File: src/rtl/ebus_pkg.sv
// Shared EBUS definitions: bus width, requester indices and arbiter state encoding.
package ebus_pkg;

  localparam int EBUS_WIDTH = 36;

  localparam int REQ_APR = 0;
  localparam int REQ_CON = 1;
  localparam int REQ_CRA = 2;
  localparam int REQ_CTL = 3;
  localparam int REQ_EDP = 4;
  localparam int REQ_IR  = 5;
  localparam int REQ_PI  = 6;

  typedef enum logic [1:0] {
    IDLE    = 2'd0,
    SETUP   = 2'd1,
    XFER    = 2'd2,
    RELEASE = 2'd3
  } tEbusState;

endpackage

File: src/rtl/rr_pick.sv
// Combinational rotating-priority selector: first set request strictly above
// lastGrant, wrapping modulo NREQ. Returns one-hot, index and a found flag.
module rr_pick #(
  parameter int NREQ = 7
) (
  input  logic [NREQ-1:0]         req,
  input  logic [$clog2(NREQ)-1:0] lastGrant,
  output logic [NREQ-1:0]         pick,
  output logic [$clog2(NREQ)-1:0] pickIdx,
  output logic                    pickValid
);

  localparam int IW = $clog2(NREQ);

  always_comb begin
    int j;
    j         = 0;
    pick      = '0;
    pickIdx   = '0;
    pickValid = 1'b0;
    for (int k = 1; k <= NREQ; k++) begin
      j = int'(lastGrant) + k;
      if (j >= NREQ) j = j - NREQ;
      if (!pickValid && req[j]) begin
        pick[j]   = 1'b1;
        pickIdx   = IW'(j);
        pickValid = 1'b1;
      end
    end
  end

endmodule

File: src/rtl/ebus_arbiter.sv
// EBUS arbiter: rotating-priority grant, fixed setup/hold transfer timeline.
// Optional sticky parity checker enabled by defining EBUS_PARITY_CHECK_EN.
module ebus_arbiter
  import ebus_pkg::*;
#(
  parameter int NREQ         = 7,
  parameter int SETUP_CYCLES = 1,
  parameter int HOLD_CYCLES  = 2
) (
  input  logic                            eboxClk,
  input  logic                            eboxReset,
  input  logic [NREQ-1:0]                 reqIn,
  input  logic [NREQ-1:0][EBUS_WIDTH-1:0] reqData,
  input  logic [NREQ-1:0]                 reqParity,
  output logic [NREQ-1:0]                 grant,
  output logic [EBUS_WIDTH-1:0]           ebusData,
  output logic                            ebusParity,
  output logic                            ebusValid,
  output logic                            xferDone,
  output logic                            xferAbort,
  output logic                            busy
`ifdef EBUS_PARITY_CHECK_EN
  ,
  output logic                            parityErr
`endif
);

  localparam int IW = $clog2(NREQ);
  localparam logic [2:0] SETUP_INIT = 3'(SETUP_CYCLES - 1);
  localparam logic [2:0] HOLD_INIT  = 3'(HOLD_CYCLES - 1);

  if (SETUP_CYCLES < 1 || SETUP_CYCLES > 7) begin : gBadSetup
    $error("ebus_arbiter: SETUP_CYCLES must be in 1..7");
  end
  if (HOLD_CYCLES < 1 || HOLD_CYCLES > 7) begin : gBadHold
    $error("ebus_arbiter: HOLD_CYCLES must be in 1..7");
  end

  tEbusState       state;
  logic [IW-1:0]   lastGrant;
  logic [2:0]      count;
  logic [NREQ-1:0] pick;
  logic [IW-1:0]   pickIdx;
  logic            pickValid;

  rr_pick #(.NREQ(NREQ)) uPick (
    .req      (reqIn),
    .lastGrant(lastGrant),
    .pick     (pick),
    .pickIdx  (pickIdx),
    .pickValid(pickValid)
  );

  assign busy = (state != IDLE);

  // lastGrant always names the current owner outside IDLE, so it doubles as the
  // index of the granted requester during SETUP.
  always_ff @(posedge eboxClk or posedge eboxReset) begin
    if (eboxReset) begin
      state      <= IDLE;
      lastGrant  <= IW'(NREQ - 1);
      count      <= '0;
      grant      <= '0;
      ebusData   <= '0;
      ebusParity <= 1'b0;
      ebusValid  <= 1'b0;
      xferDone   <= 1'b0;
      xferAbort  <= 1'b0;
    end else begin
      xferDone  <= 1'b0;
      xferAbort <= 1'b0;
      unique case (state)
        IDLE: begin
          if (pickValid) begin
            grant     <= pick;
            lastGrant <= pickIdx;
            count     <= SETUP_INIT;
            state     <= SETUP;
          end
        end
        SETUP: begin
          if (!reqIn[lastGrant]) begin
            grant     <= '0;
            xferAbort <= 1'b1;
            state     <= RELEASE;
          end else if (count == 3'd0) begin
            ebusData   <= reqData[lastGrant];
            ebusParity <= reqParity[lastGrant];
            ebusValid  <= 1'b1;
            count      <= HOLD_INIT;
            xferDone   <= (HOLD_INIT == 3'd0);
            state      <= XFER;
          end else begin
            count <= count - 3'd1;
          end
        end
        XFER: begin
          if (count == 3'd0) begin
            grant      <= '0;
            ebusData   <= '0;
            ebusParity <= 1'b0;
            ebusValid  <= 1'b0;
            state      <= RELEASE;
          end else begin
            count    <= count - 3'd1;
            xferDone <= (count == 3'd1);
          end
        end
        RELEASE: begin
          state <= IDLE;
        end
      endcase
    end
  end

`ifdef EBUS_PARITY_CHECK_EN
  logic firstXfer;

  // firstXfer marks the cycle right after the data latch; XNOR-reduce gives
  // the parity bit that makes the 37-bit word odd.
  always_ff @(posedge eboxClk or posedge eboxReset) begin
    if (eboxReset) begin
      firstXfer <= 1'b0;
      parityErr <= 1'b0;
    end else begin
      firstXfer <= (state == SETUP) && reqIn[lastGrant] && (count == 3'd0);
      if (firstXfer && ((~^ebusData) != ebusParity)) parityErr <= 1'b1;
    end
  end
`endif

endmodule

File: config.mk
export PLATFORM = sky130hd
export DESIGN_NAME = ebus_arbiter
export DESIGN_NICKNAME = d
export VERILOG_FILES = /design/src/rtl/ebus_pkg.sv /design/src/rtl/rr_pick.sv /design/src/rtl/ebus_arbiter.sv
export SDC_FILE = /design/constraint.sdc
export NUM_CORES = 1
export LEC_CHECK = 0
export ABC_AREA = 1
export BUFFER_PORTS_ARGS = -buffer_cell sky130_fd_sc_hd__buf_2
export CAP_MARGIN = 10
export CORE_MARGIN = 2
export CORE_UTILIZATION = 25
export CTS_BUF_LIST = sky130_fd_sc_hd__clkbuf_16
export CTS_CLUSTER_SIZE = 16
export DETAILED_ROUTE_END_ITERATION = 12
export REMOVE_ABC_BUFFERS = 1
export SYNTH_ARGS = -nofsm -noshare
export SYNTH_HDL_FRONTEND = slang
export SYNTH_HIERARCHICAL = 1
export SYNTH_SLANG_ARGS = --single-unit
File: constraint.sdc
create_clock -name eboxClk -period 8.08 [get_ports eboxClk]
set_clock_uncertainty 0.1 [all_clocks]
set_input_delay 0.404 -clock eboxClk [delete_from_list [all_inputs] [get_ports eboxClk]]
set_output_delay 0.404 -clock eboxClk [all_outputs]
set_load 0.02 [all_outputs]
**Word level (Yosys, flattened, before mapping)**

Index checks and enable logic that the tools add are counted.

- Bitwise logic cells: 6
- Mux-type cells: 98
- Eq/ne operators: 11
- Magnitude comparators: 22
- $add $sub $neg: 15
- Reduce and logical (&&, ||, !) cells: 29

Operator list:

| operator | number |
|---|---|
| 32-bit by 1-bit greater-or-equal comparator with 1-bit output, second input constant | 7 |
| 32-bit by 4-bit greater-or-equal comparator with 1-bit output, second input constant | 7 |
| 32-bit by 5-bit < comparator with 1-bit output, second input constant | 7 |
| 32-bit 2-to-1 mux | 7 |
| 32-bit by 4-bit subtractor with 32-bit output, second input constant | 7 |
| 36-bit 2-to-1 mux | 4 |
| 36-bit binary-select mux with 3-bit select | 1 |
| 36-bit case mux with 2 select lines | 1 |
| 7-bit 2-to-1 mux | 10 |
| 7-bit bitwise OR | 6 |
| 1-bit 2-to-1 mux | 39 |
| 3-bit 2-to-1 mux | 11 |
| 1-bit binary-select mux with 3-bit select | 9 |
| 1-bit demux with 3-bit select | 7 |
| 7-bit case mux with 3 select lines | 1 |
| 3-bit by 3-bit adder with 4-bit output, second input constant | 4 |
| 1-bit logical AND | 13 |
| 2-bit inequality test, second input constant | 6 |
| 4-bit AND reduction | 3 |
| 3-bit case mux with 3 select lines | 1 |
| 3-bit by 2-bit adder with 4-bit output, second input constant | 2 |
| 2-bit 2-to-1 mux | 4 |
| 2-bit case mux with 4 select lines | 1 |
| 1-bit logical NOT | 6 |
| 14 further kinds | 17 |

- Bits of input ports: 268
- Word-level logic and storage cells: 190
- Output and inout bits: 48
- Flip-flop bits (word level): 55

**Longest topological paths before layout**

Gate-level depths: netlist of the first run.

- Depth in word-level cells: 27
- Gate-level depth with buffers: 26

**Hierarchy**

Netlist of the first run, hierarchy kept.

By module, submodules not included:

| module | cells each | area each (um2) | times used |
|---|---|---|---|
| ebus_arbiter | 867 | 4933.5 | 1 |
| rr_pick | 511 | 2537.4 | 1 |

**Worst setup path after synthesis of the first run**

Ideal clock, no wire load.

- Kind: register to register
- From: register lastGrant[1]
- To: register grant[0]
- Stages on the path, launching flop included: 23
- Buffers on the path: 2
- Path slack: 4531 ps
- Arrival time: 3323 ps
- Cell sequence: dfstp_2 inv_1 ha_1 fa_1 inv_1 nand2_1 nand2_1 nor2_1 nand2_1 nand2_1 inv_1 nand2_1 nand3_4 nor2_8 nand2_4 nor2_4 buf_6 o21ai_1 nor2_1 nor3_1 nand2_1 buf_2 o21ai_0

- Longest elaborated chain between the ends: 27
- Elaborated cells on any way between the ends: 123
- Classes of those cells: add/sub: 14; order compare: 21; eq/ne: 2; mux: 60; bitwise: 6; reduce/logical: 20

RTL lines:

| what | line | RTL |
|---|---|---|
| start, declared | ebus_arbiter.sv:40 | `logic [IW-1:0] lastGrant;` |
| start signal, assigned | ebus_arbiter.sv:61 | `lastGrant <= IW'(NREQ - 1);` |
| start signal, assigned | ebus_arbiter.sv:76 | `lastGrant <= pickIdx;` |
| 3-bit by 1-bit adder with 4-bit output | rr_pick.sv:22 | `j = int'(lastGrant) + k;` |
| 32-bit by 4-bit subtractor with 32-bit output or 32-bit by 4-bit greater-or-equal comparator with 1-bit output (tied branches) | rr_pick.sv:23 | `if (j >= NREQ) j = j - NREQ;` |
| 32-bit 2-to-1 mux | rr_pick.sv:23 |  |
| 1-bit binary-select mux with 3-bit select | rr_pick.sv:24 | `if (!pickValid && req[j]) begin` |
| 1-bit 2-to-1 mux (not written as such) (2 in a row) | rr_pick.sv:24 |  |
| 1-bit 2-to-1 mux | rr_pick.sv:24 |  |
| 1-bit logical NOT | rr_pick.sv:24 |  |
| 1-bit logical AND | rr_pick.sv:24 |  |
| [11 not listed] | - |  |
| 1-bit logical AND | rr_pick.sv:24 |  |
| 1-bit 2-to-1 mux | rr_pick.sv:24 |  |
| 1-bit logical NOT | rr_pick.sv:24 |  |
| 1-bit logical AND | rr_pick.sv:24 |  |
| 1-bit 2-to-1 mux (*) | rr_pick.sv:24 |  |
| via pickValid | ebus_arbiter.sv:44 | `logic pickValid;` |
| 2-bit inequality test (no source line) (*) | - |  |
| 4-bit AND reduction (no source line) (*) | - |  |
| end signal, assigned | ebus_arbiter.sv:75 | `grant <= pick;` |
| end, declared | ebus_arbiter.sv:15 | `output logic [NREQ-1:0] grant,` |

The timed path passes the listed nets; every way through them passes the cells marked *. The select of a mux whose other input is x is not followed.
A chain may end at the register's enable or synchronous reset.

**Worst setup path after layout of the first run**

- From: register lastGrant[1]
- To: register grant[3]

The elaborated chain is that of the path after synthesis.

==> impl_metrics.json, run 1 <==
{
  "firstDrtPassIters": 5,
  "ys_types": 42,
  "routed_wl_um": 32000,
  "final_common_cell": "nand2_1",
  "p_clk_share_pct": 4.3,
  "die_h_um": 177,
  "layout-drive-gt1-share_pct": 23.1,
  "antenna_found_initial": 7,
  "slew_headroom_pct": 38.2,
  "syn_area_per_cell_sq_um": 5.42,
  "rsz0062_at_grt": "no",
  "io_buffer_count": 315,
  "ios": 316,
  "post-route-period-util_pct": 57.5,
  "hp-class": "in -> async",
  "fp.coreArea_sq_um": 29600,
  "num_vias": 9893,
  "clk_path_buf_depth": 2,
  "clkLatencyLatePin_ns": 0.29,
  "r2r_cells": 20,
  "root_buffer": "clkbuf_16",
  "cts-hold-fix-buffers": 0,
  "fin_crit_ns": 4.65,
  "placed_cell_area_sq_um": 9210,
  "critPathRequiredTime_ns": 8.14,
  "rows": 63,
  "power.density_nw_per_um2": 515,
  "start_util_pct": 25.3,
  "cts_tree": "done",
  "fin_tns_setup_ns": 0,
  "switching_share_pct": 64.7,
  "grt_overflow": 0,
  "synth-edff-count": 0,
  "max_freq_mhz": 215,
  "post-cts-setup-buffers": 0,
  "routabilityCongestion": 0.965,
  "grt_pass1_vias": 9273,
  "grt_pass1_wl_um": 49500,
  "peakVddDrop_mv": 0.208,
  "nets": 1926,
  "drtAntennaViolNets": 0,
  "grt_max_degree": 94,
  "p_int_w": 0.00170,
  "crit_fanout": 86,
  "slew_violations": 0,
  "die_area_sq_um": 31300,
  "worstSetupStartpointType": "flip-flop",
  "final_cell_mix": "nand2_1 (449), buf_2 (315), nor2_1 (264)",
  "netlist_area_sq_um": 7470,
  "cts.sinks": 55,
  "drtIter0Drc": 813,
  "seqPwrFrac_pct": 12.1,
  "comb_power_share_pct": 83.6,
  "fill_cells": 3407,
  "setup_viol": 0,
  "r2r_setup_slack_ns": 3.43,
  "reg2reg_to": "grant[3]",
  "ys_warn_count": 6,
  "die_w_um": 177,
  "rr_startpoint": "lastGrant[1]",
  "synth-async-reset-ratio_pct": 100,
  "worstPathArrival_ns": 4.71,
  "via_per_inst": 4.88,
  "power.switching_w": 0.00312,
  "synth_seq_cells": 55,
  "maxCapViolCount": 0,
  "status": "finished, final reports clean",
  "drc": 0,
  "final_area_sq_um": 9360,
  "cts_made_buffers": 5,
  "h-tree-depth": 2,
  "clk_pin_slew_ns": 0.07,
  "synthCells": 1378,
  "end_kind": "flip-flop",
  "hold_violations": 0,
  "area_growth_pct": 25.3,
  "gr-usage-all-layers_pct": 19.9,
  "ys.flop_type": "dfrtp_1",
  "p_leak_nw": 5.03,
  "tightest_slew_ns": 0.926,
  "seq_area_frac_synth_pct": 18.5,
  "detail_route.wl_per_cell_um": 15.8,
  "place.detailed.hpwl_um": 24800,
  "path_class": "reg -> reg",
  "cts-resized-gates": 0
}
[worst max-delay path, stage by stage, from the launching register on]
cell and delay, ns:
dfstp_4 1.19, inv_1 0.29, ha_1 0.32, fa_1 0.51
inv_1 0.06, nand2_1 0.06, nand2_1 0.09, nor2_1 0.20
nand2_1 0.08, nand2_1 0.08, inv_1 0.04, nand2_1 0.11
nand3_4 0.13, nor2_8 0.14, nand2_4 0.08, nor2_4 0.20
o21ai_1 0.12, nor2_1 0.18, nor3_1 0.07, nand2_1 0.30
o21ai_0 0.13
[final cells by class]
class	instances	area (sq um)	share of cell area (%)
Clock inverter	3	11.3	0.120
Antenna cell	4	10.0	0.107
Sequential cell	55	1390	14.8
Tap cell	390	488	5.21
Inverter	87	339	3.62
Multi-Input combinational cell	1163	5370	57.4
Timing Repair Buffer	322	1630	17.4
Clock buffer	5	125	1.34
[sequential cells by signal (all words and copies together) (netlist names)]
name / flops
ebusParity: 1
xferAbort: 1
xferDone: 1
ebusData: 36
count: 3
lastGrant: 3
ebusValid: 1
state: 2
grant: 7
[how the worst max path moves through the flow]
stage | start | to | slack (ns) | depth (start not counted)
after floorplan | lastGrant[0] | grant[0] | 2.66 | 19
after global placement | lastGrant[1] | grant[1] | 3.43 | 20
after detailed placement | lastGrant[1] | grant[3] | 3.39 | 20
after CTS | lastGrant[1] | grant[3] | 3.38 | 20
after global routing | lastGrant[1] | grant[5] | 2.92 | 21
final | lastGrant[1] | grant[3] | 3.43 | 20
[logic make-up after synthesis]
group | after synthesis | share of synthesized area (%)
adders and majority gates | 24 | 4.12
AOI/OAI and AO/OA | 244 | 16.8
xor gates and xnor gates | 2 | 0.235
muxes | 1 | 0.134
and+or+nand+nor | 892 | 50.6
buffers and inverters | 160 | 9.68
DFF | 55 | 18.5
[routing by layer]
metal / routed length (um) / share of wire, % / global-route usage, %
met4: 632 / 2.0 / 4.92
met1: 13500 / 42 / 24.5
met2: 15700 / 49 / 36.6
met3: 2170 / 6.8 / 2.19
met5: 0 / 0 / 0
[power by group through the flow]
stage / clock network (W) / logic, W / registers (W)
after floorplan: 0 / 0.00278 / 0.000673
after global placement: 0 / 0.00400 / 0.000586
after detailed placement: 0 / 0.00399 / 0.000590
after CTS: 0.000220 / 0.00402 / 0.000585
after global routing: 0.000228 / 0.00456 / 0.000603
final: 0.000207 / 0.00403 / 0.000581
[stage by stage]
stage / hold slack, ns / setup WS (ns) / instances / power (W) / utilization [%]
floorplan: 0.342 / 2.66 / 1305 / 0.00345 / -
global placement: 0.358 / 3.43 / 2017 / 0.00458 / 31.2
detailed placement: 0.360 / 3.39 / 2017 / 0.00458 / 31.2
CTS: 0.237 / 3.38 / 2025 / 0.00482 / 31.6
global route: 0.265 / 2.92 / 2029 / 0.00540 / 31.7
finish: 0.215 / 3.43 / 2029 / 0.00482 / 31.7
[synthesized netlist by cell type (2+ instances only)]
cell type  count  area (sq um)
nand3b_1       7          52.6
o211ai_1       4          30.0
a21oi_1       52           260
buf_6          8          90.1
nor2_1       264           991
nor2_8         2          40.0
ha_1          23           288
o21ai_0      158           791
clkbuf_1      30           113
nor2_2         4          25.0
nor4_1         4          25.0
o21ai_1       21           105
nand2_4        7          78.8
nand2_2        7          43.8
nand4_1       13          81.3
nand3_2        4          40.0
inv_2          8          30.0
nand3_4        2          35.0
buf_1          7          26.3
buf_2         22           110
o21ai_2        3          26.3
clkinv_1       2          7.51
o22ai_1        2          12.5
inv_4          3          18.8
buf_4          6          45.0
nand2_1      449          1690
inv_1         73           274
dfrtp_1       53          1330
nor2_4         3          33.8
nor3_1        12          60.1
xor2_1         2          17.5
nand3_1      112           561
dfstp_2        2          52.6
Power figures use the tool's default switching activity.
==> inputs of run 2 (changes only) <==
- clock period: 8.08 -> 4.9 ns (I/O delays scaled with it)
==> impl_metrics.json, run 2 (synthesis results as in run 1) <==
{
  "maxCapViolCount": 0,
  "firstDrtPassIters": 7,
  "crit_fanout": 14,
  "cts.sinks": 55,
  "detail_route.wl_per_cell_um": 15.7,
  "setup_viol": 0,
  "p_leak_nw": 5.05,
  "regMostFlops": "ebusData",
  "slew_headroom_pct": 37.1,
  "final_common_cell": "nand2_1",
  "die_area_sq_um": 31300,
  "drc": 0,
  "gr-usage-all-layers_pct": 19.5,
  "routed_wl_um": 32000,
  "fp.coreArea_sq_um": 29600,
  "rsz0062_at_grt": "no",
  "end_kind": "flip-flop",
  "start_util_pct": 25.3,
  "power.density_nw_per_um2": 848,
  "fill_cells": 3419,
  "cts-hold-fix-buffers": 0,
  "die_w_um": 177,
  "rr_startpoint": "lastGrant[1]",
  "place.detailed.hpwl_um": 24700,
  "cts-resized-gates": 0,
  "clk_pin_slew_ns": 0.07,
  "post-cts-setup-buffers": 0,
  "area_growth_pct": 25.7,
  "drtAntennaViolNets": 0,
  "h-tree-depth": 2,
  "fin_crit_ns": 4.10,
  "clkLatencyLatePin_ns": 0.29,
  "critPathRequiredTime_ns": 4.96,
  "layout-drive-gt1-share_pct": 23.2,
  "slowest_delay_ns": 0.72,
  "num_vias": 9825,
  "drtIter0Drc": 591,
  "worstSetupStartpointType": "flip-flop",
  "max_freq_mhz": 244,
  "die_h_um": 177,
  "post-route-period-util_pct": 83.6,
  "holdWs_ns": 0.0572,
  "slew_violations": 0,
  "startpoint": "lastGrant[1]",
  "tightest_slew_ns": 0.943,
  "cts_tree": "done",
  "hold_violations": 0,
  "grt_overflow": 0,
  "grt_pass1_vias": 9115,
  "via_per_inst": 4.83,
  "ios": 316,
  "grt_max_degree": 90,
  "worstPathArrival_ns": 4.16,
  "status": "finished, final reports clean",
  "nets": 1928,
  "clk_path_buf_depth": 2,
  "peakVddDrop_mv": 0.492,
  "grt_pass1_wl_um": 48300,
  "critPathMostFrequentCell": "nand2_1",
  "cts_made_buffers": 5,
  "largest_reg_flops": 36,
  "path_cells": "inv_1, ha_1, nand2_1, ha_1, nand2_2, nand2_1, nand2_1, nor2_1, nand3_1, nand2_1, inv_1, nand2_1, nand3_4, nor2_8, nand2_4, nor2_4, o21ai_1, nor2_1, nor3_1, nand2_1, o21ai_0",
  "antenna_found_initial": 9,
  "io_buffer_count": 315,
  "path_class": "reg -> reg",
  "fin_tns_setup_ns": 0,
  "routabilityCongestion": 0.941,
  "hp-class": "in -> async",
  "crit_slowest_cell": "dfstp_4",
  "root_buffer": "clkbuf_16",
  "rows": 63,
  "final_cell_mix": "nand2_1 (449), buf_2 (315), nor2_1 (264)",
  "largest_registers": "ebusData (36), grant (7)"
}
run 2: worst max-delay path: cells and delay by family, from the launching register on:
kind,cells,cell delay (ns)
and+or+nand+nor,15,2.18
buffers and inverters,2,0.19
DFF,1,0.72
adders and majority gates,2,0.53
AOI/OAI and AO/OA,2,0.26
run 2: cell type report:
cell class              instances  area (sq um)  share of cell area [%]
multi-input cells            1163          5370                    57.2
repair buffers                324          1640                    17.5
flip-flops and latches         55          1390                    14.8
well taps                     390           488                    5.20
inverters                      87           339                    3.61
clock buffers                   5           125                    1.33
diodes                          9          22.5                   0.240
clock inverters                 3          12.5                   0.133
run 2: stage by stage:
step | area [sq um] | worst slack (ns) | util, % | cells | total power [W]
global route | 9390 | 0.340 | 31.8 | 2035 | 0.00892
finish | 9390 | 0.803 | 31.8 | 2036 | 0.00796
CTS | 9370 | 0.800 | 31.7 | 2027 | 0.00799
detailed placement | 9230 | 0.838 | 31.2 | 2019 | 0.00759
floorplan | 7090 | -0.520 | - | 1305 | 0.00569
global placement | 9230 | 0.926 | 31.2 | 2019 | 0.00756
run 2: power breakdown:
part           switching [W]  internal, W  leakage (nW)  total, W
logic                0.00480      0.00198          4.26   0.00679
registers           0.000177     0.000648         0.711  0.000825
clock network       0.000165     0.000186        0.0762  0.000351
run 2: final timing paths:
check,to,slack [ns],cells after the start
worst max-delay path,grant[5],0.80,21
worst min-delay path,ebusData[0],0.06,3
worst max register to register,grant[5],0.80,21
worst min register to register,ebusData[13],0.38,2
max in group asynchronous,lastGrant[0],4.06,3
min in group eboxClk,ebusData[12],0.32,7
run 2: per-layer routing:
layer,wire [um],track usage (%),vias to the layer above
met5,0,0,-
met2,15500,34.9,354
met4,1040,7.85,0
met3,2070,2.56,51
met1,13300,23.5,4459
li1,-,-,4961
==> inputs of run 3 (changes only) <==
- clock period: 4.9 -> 3.41 ns (I/O delays scaled with it)
==> impl_metrics.json, run 3 (synthesis results as in run 1) <==
{
  "r2r_setup_slack_ns": -0.01,
  "largest_reg_flops": 36,
  "tightest_slew_ns": 1.03,
  "area_growth_pct": 40.3,
  "clk_path_buf_depth": 2,
  "fin_cells": 2119,
  "cts_tree": "done",
  "post-route-period-util_pct": 100,
  "wl_met1_um": 14200,
  "antenna_found_initial": 9,
  "grt_pass1_wl_um": 50400,
  "holdWs_ns": 0.236,
  "start_util_pct": 25.3,
  "rsz0062_at_grt": "yes",
  "nets": 2013,
  "path_cells": "clkinvlp_4, buf_6, ha_4, inv_4, nand2_1, nand2_2, nand2_1, nand2_4, nand4_1, nand2_4, nor2_8, nand3_4, nor2_8, nand2_4, nor2_4, o21ai_4, nor2_4, nor3_2, nand2_2, buf_6, nand2_2, o21ai_1",
  "switching_share_pct": 59.1,
  "crit_slowest_cell": "dfstp_4",
  "fin_tns_setup_ns": -0.0652,
  "firstDrtPassIters": 5,
  "violations": "negative setup slack",
  "fill_cells": 3321,
  "clk_pin_slew_ns": 0.08,
  "hp-class": "in -> reg",
  "path_buf_inv": 4,
  "r2r_cells": 22,
  "setup_viol": 6,
  "setup_slack_ns": -0.0144,
  "worstSetupStartpointType": "flip-flop",
  "highest-signal-layer": "met4",
  "via_per_inst": 4.84,
  "maxCapViolCount": 0,
  "hold_violations": 0,
  "comb_power_share_pct": 87.9,
  "end_kind": "flip-flop",
  "wl_met2_um": 16400,
  "power.switching_w": 0.00836,
  "routabilityCongestion": 0.948,
  "h-tree-depth": 2,
  "final_common_cell": "nand2_1",
  "peakVddDrop_mv": 0.733,
  "slowest_delay_ns": 0.66,
  "ios": 316,
  "cts_made_buffers": 5,
  "die_w_um": 177,
  "dr_wl_met3_um": 2050,
  "final_cell_mix": "nand2_1 (425), buf_2 (315), nor2_1 (244)",
  "drtAntennaViolNets": 0,
  "detail_route.wl_per_cell_um": 15.8,
  "rows": 63,
  "grt_pass1_vias": 9543,
  "routed_wl_um": 33400,
  "drtIter0Drc": 729,
  "status": "finished with violations",
  "cts.sinks": 55,
  "clkLatencyLatePin_ns": 0.30,
  "num_vias": 10300,
  "final_area_sq_um": 10500,
  "layout-drive-gt1-share_pct": 31.8,
  "rr_startpoint": "lastGrant[1]",
  "path_class": "reg -> reg",
  "seqPwrFrac_pct": 7.8,
  "p_leak_nw": 5.53,
  "cp_top_family": "simple AND/OR/NAND/NOR gates",
  "grt_max_degree": 103,
  "regMostFlops": "ebusData",
  "die_h_um": 177,
  "io_buffer_count": 315,
  "slew_violations": 0,
  "worstPathArrival_ns": 3.56,
  "reg2reg_to": "grant[1]",
  "placed_cell_area_sq_um": 9760,
  "slew_headroom_pct": 31.3,
  "cp.depth": 22,
  "fin_crit_ns": 3.42,
  "crit_fanout": 7,
  "die_area_sq_um": 31300,
  "place.detailed.hpwl_um": 26100,
  "grt_overflow": 0,
  "p_int_w": 0.00578,
  "root_buffer": "clkbuf_16",
  "dp.cells": 2088,
  "fp.coreArea_sq_um": 29600,
  "max_freq_mhz": 292,
  "preCtsSetupSlack_ns": -0.181,
  "min_from": "reqData[227]",
  "hold_depth": 7,
  "drc": 0,
  "power.density_nw_per_um2": 1350,
  "gr-usage-all-layers_pct": 20.4,
  "largest_registers": "ebusData (36), grant (7)",
  "critPathRequiredTime_ns": 3.54,
  "min_to": "ebusData[11]",
  "p_clk_share_pct": 4.3
}
-- run 3: cell count changes in the layout (fill, tap and decap cells not counted), sizes merged --
cell	before	now
nand2	463	464
bufinv	0	1
clkinvlp	0	1
dlygate4sd3	0	1
inv	87	84
buf	324	407
clkinv	3	4
diode	9	7
-- run 3: how the worst max path moves through the flow --
| stage | startpoint | to |
|---|---|---|
| after floorplan | lastGrant[0] | grant[0] |
| after global placement | lastGrant[1] | grant[1] |
| after detailed placement | lastGrant[1] | grant[5] |
| after CTS | lastGrant[1] | grant[5] |
| after global routing | lastGrant[1] | grant[2] |
| final | lastGrant[1] | grant[1] |
-- run 3: metal layers --
metal,global-route usage [%],vias to the layer above
met1,25.0,4727
met4,7.02,0
met5,0,-
met2,36.5,352
met3,2.88,49
li1,-,5126
-- run 3: power by group through the flow --
stage	registers, W	clock network (W)	logic [W]
after floorplan	0.00159	0	0.00659
after global placement	0.00109	0	0.0111
after detailed placement	0.00110	0	0.0112
after CTS	0.00110	0.000631	0.0116
after global routing	0.00113	0.000655	0.0138
final	0.00110	0.000607	0.0124
-- run 3: layout make-up --
type | count | area (sq um) | area share (%)
Multi-Input combinational cell | 1164 | 5760 | 55.0
Timing Repair Buffer | 408 | 2320 | 22.1
Sequential cell | 55 | 1390 | 13.2
Tap cell | 390 | 488 | 4.66
Inverter | 87 | 345 | 3.30
Clock buffer | 5 | 125 | 1.19
Clock inverter | 3 | 38.8 | 0.370
Antenna cell | 7 | 17.5 | 0.167
-- run 3: repair_timing --
| action | in CTS | in global routing |
|---|---|---|
| pin swaps | 10 | 27 |
| hold buffers | 1 | 0 |
| setup endpoints to repair | 15 | 15 |
| setup buffers | 6 | 7 |
| gates resized for setup | 40 | 82 |
| cloned | 1 | 1 |
| hold endpoints to repair | 33 | 0 |
-- run 3: worst reg2reg max path, delay by kind of cell (launching register included) --
| kind | cells | cell delay (ns) |
|---|---|---|
| AOI/OAI and AO/OA | 2 | 0.15 |
| adders and majority gates | 1 | 0.32 |
| buffers and inverters | 4 | 0.57 |
| DFF | 1 | 0.66 |
| and+or+nand+nor | 15 | 1.57 |
-- run 3: through the flow --
| step | power, W | utilization [%] |
|---|---|---|
| 6_report | 0.0141 | 35.4 |
| 5_1_grt | 0.0156 | 35.4 |
| 4_1_cts | 0.0133 | 34.3 |
| 3_5_place_dp | 0.0123 | 33.0 |
| 3_3_place_gp | 0.0122 | 33.0 |
| 2_1_floorplan | 0.00818 | - |
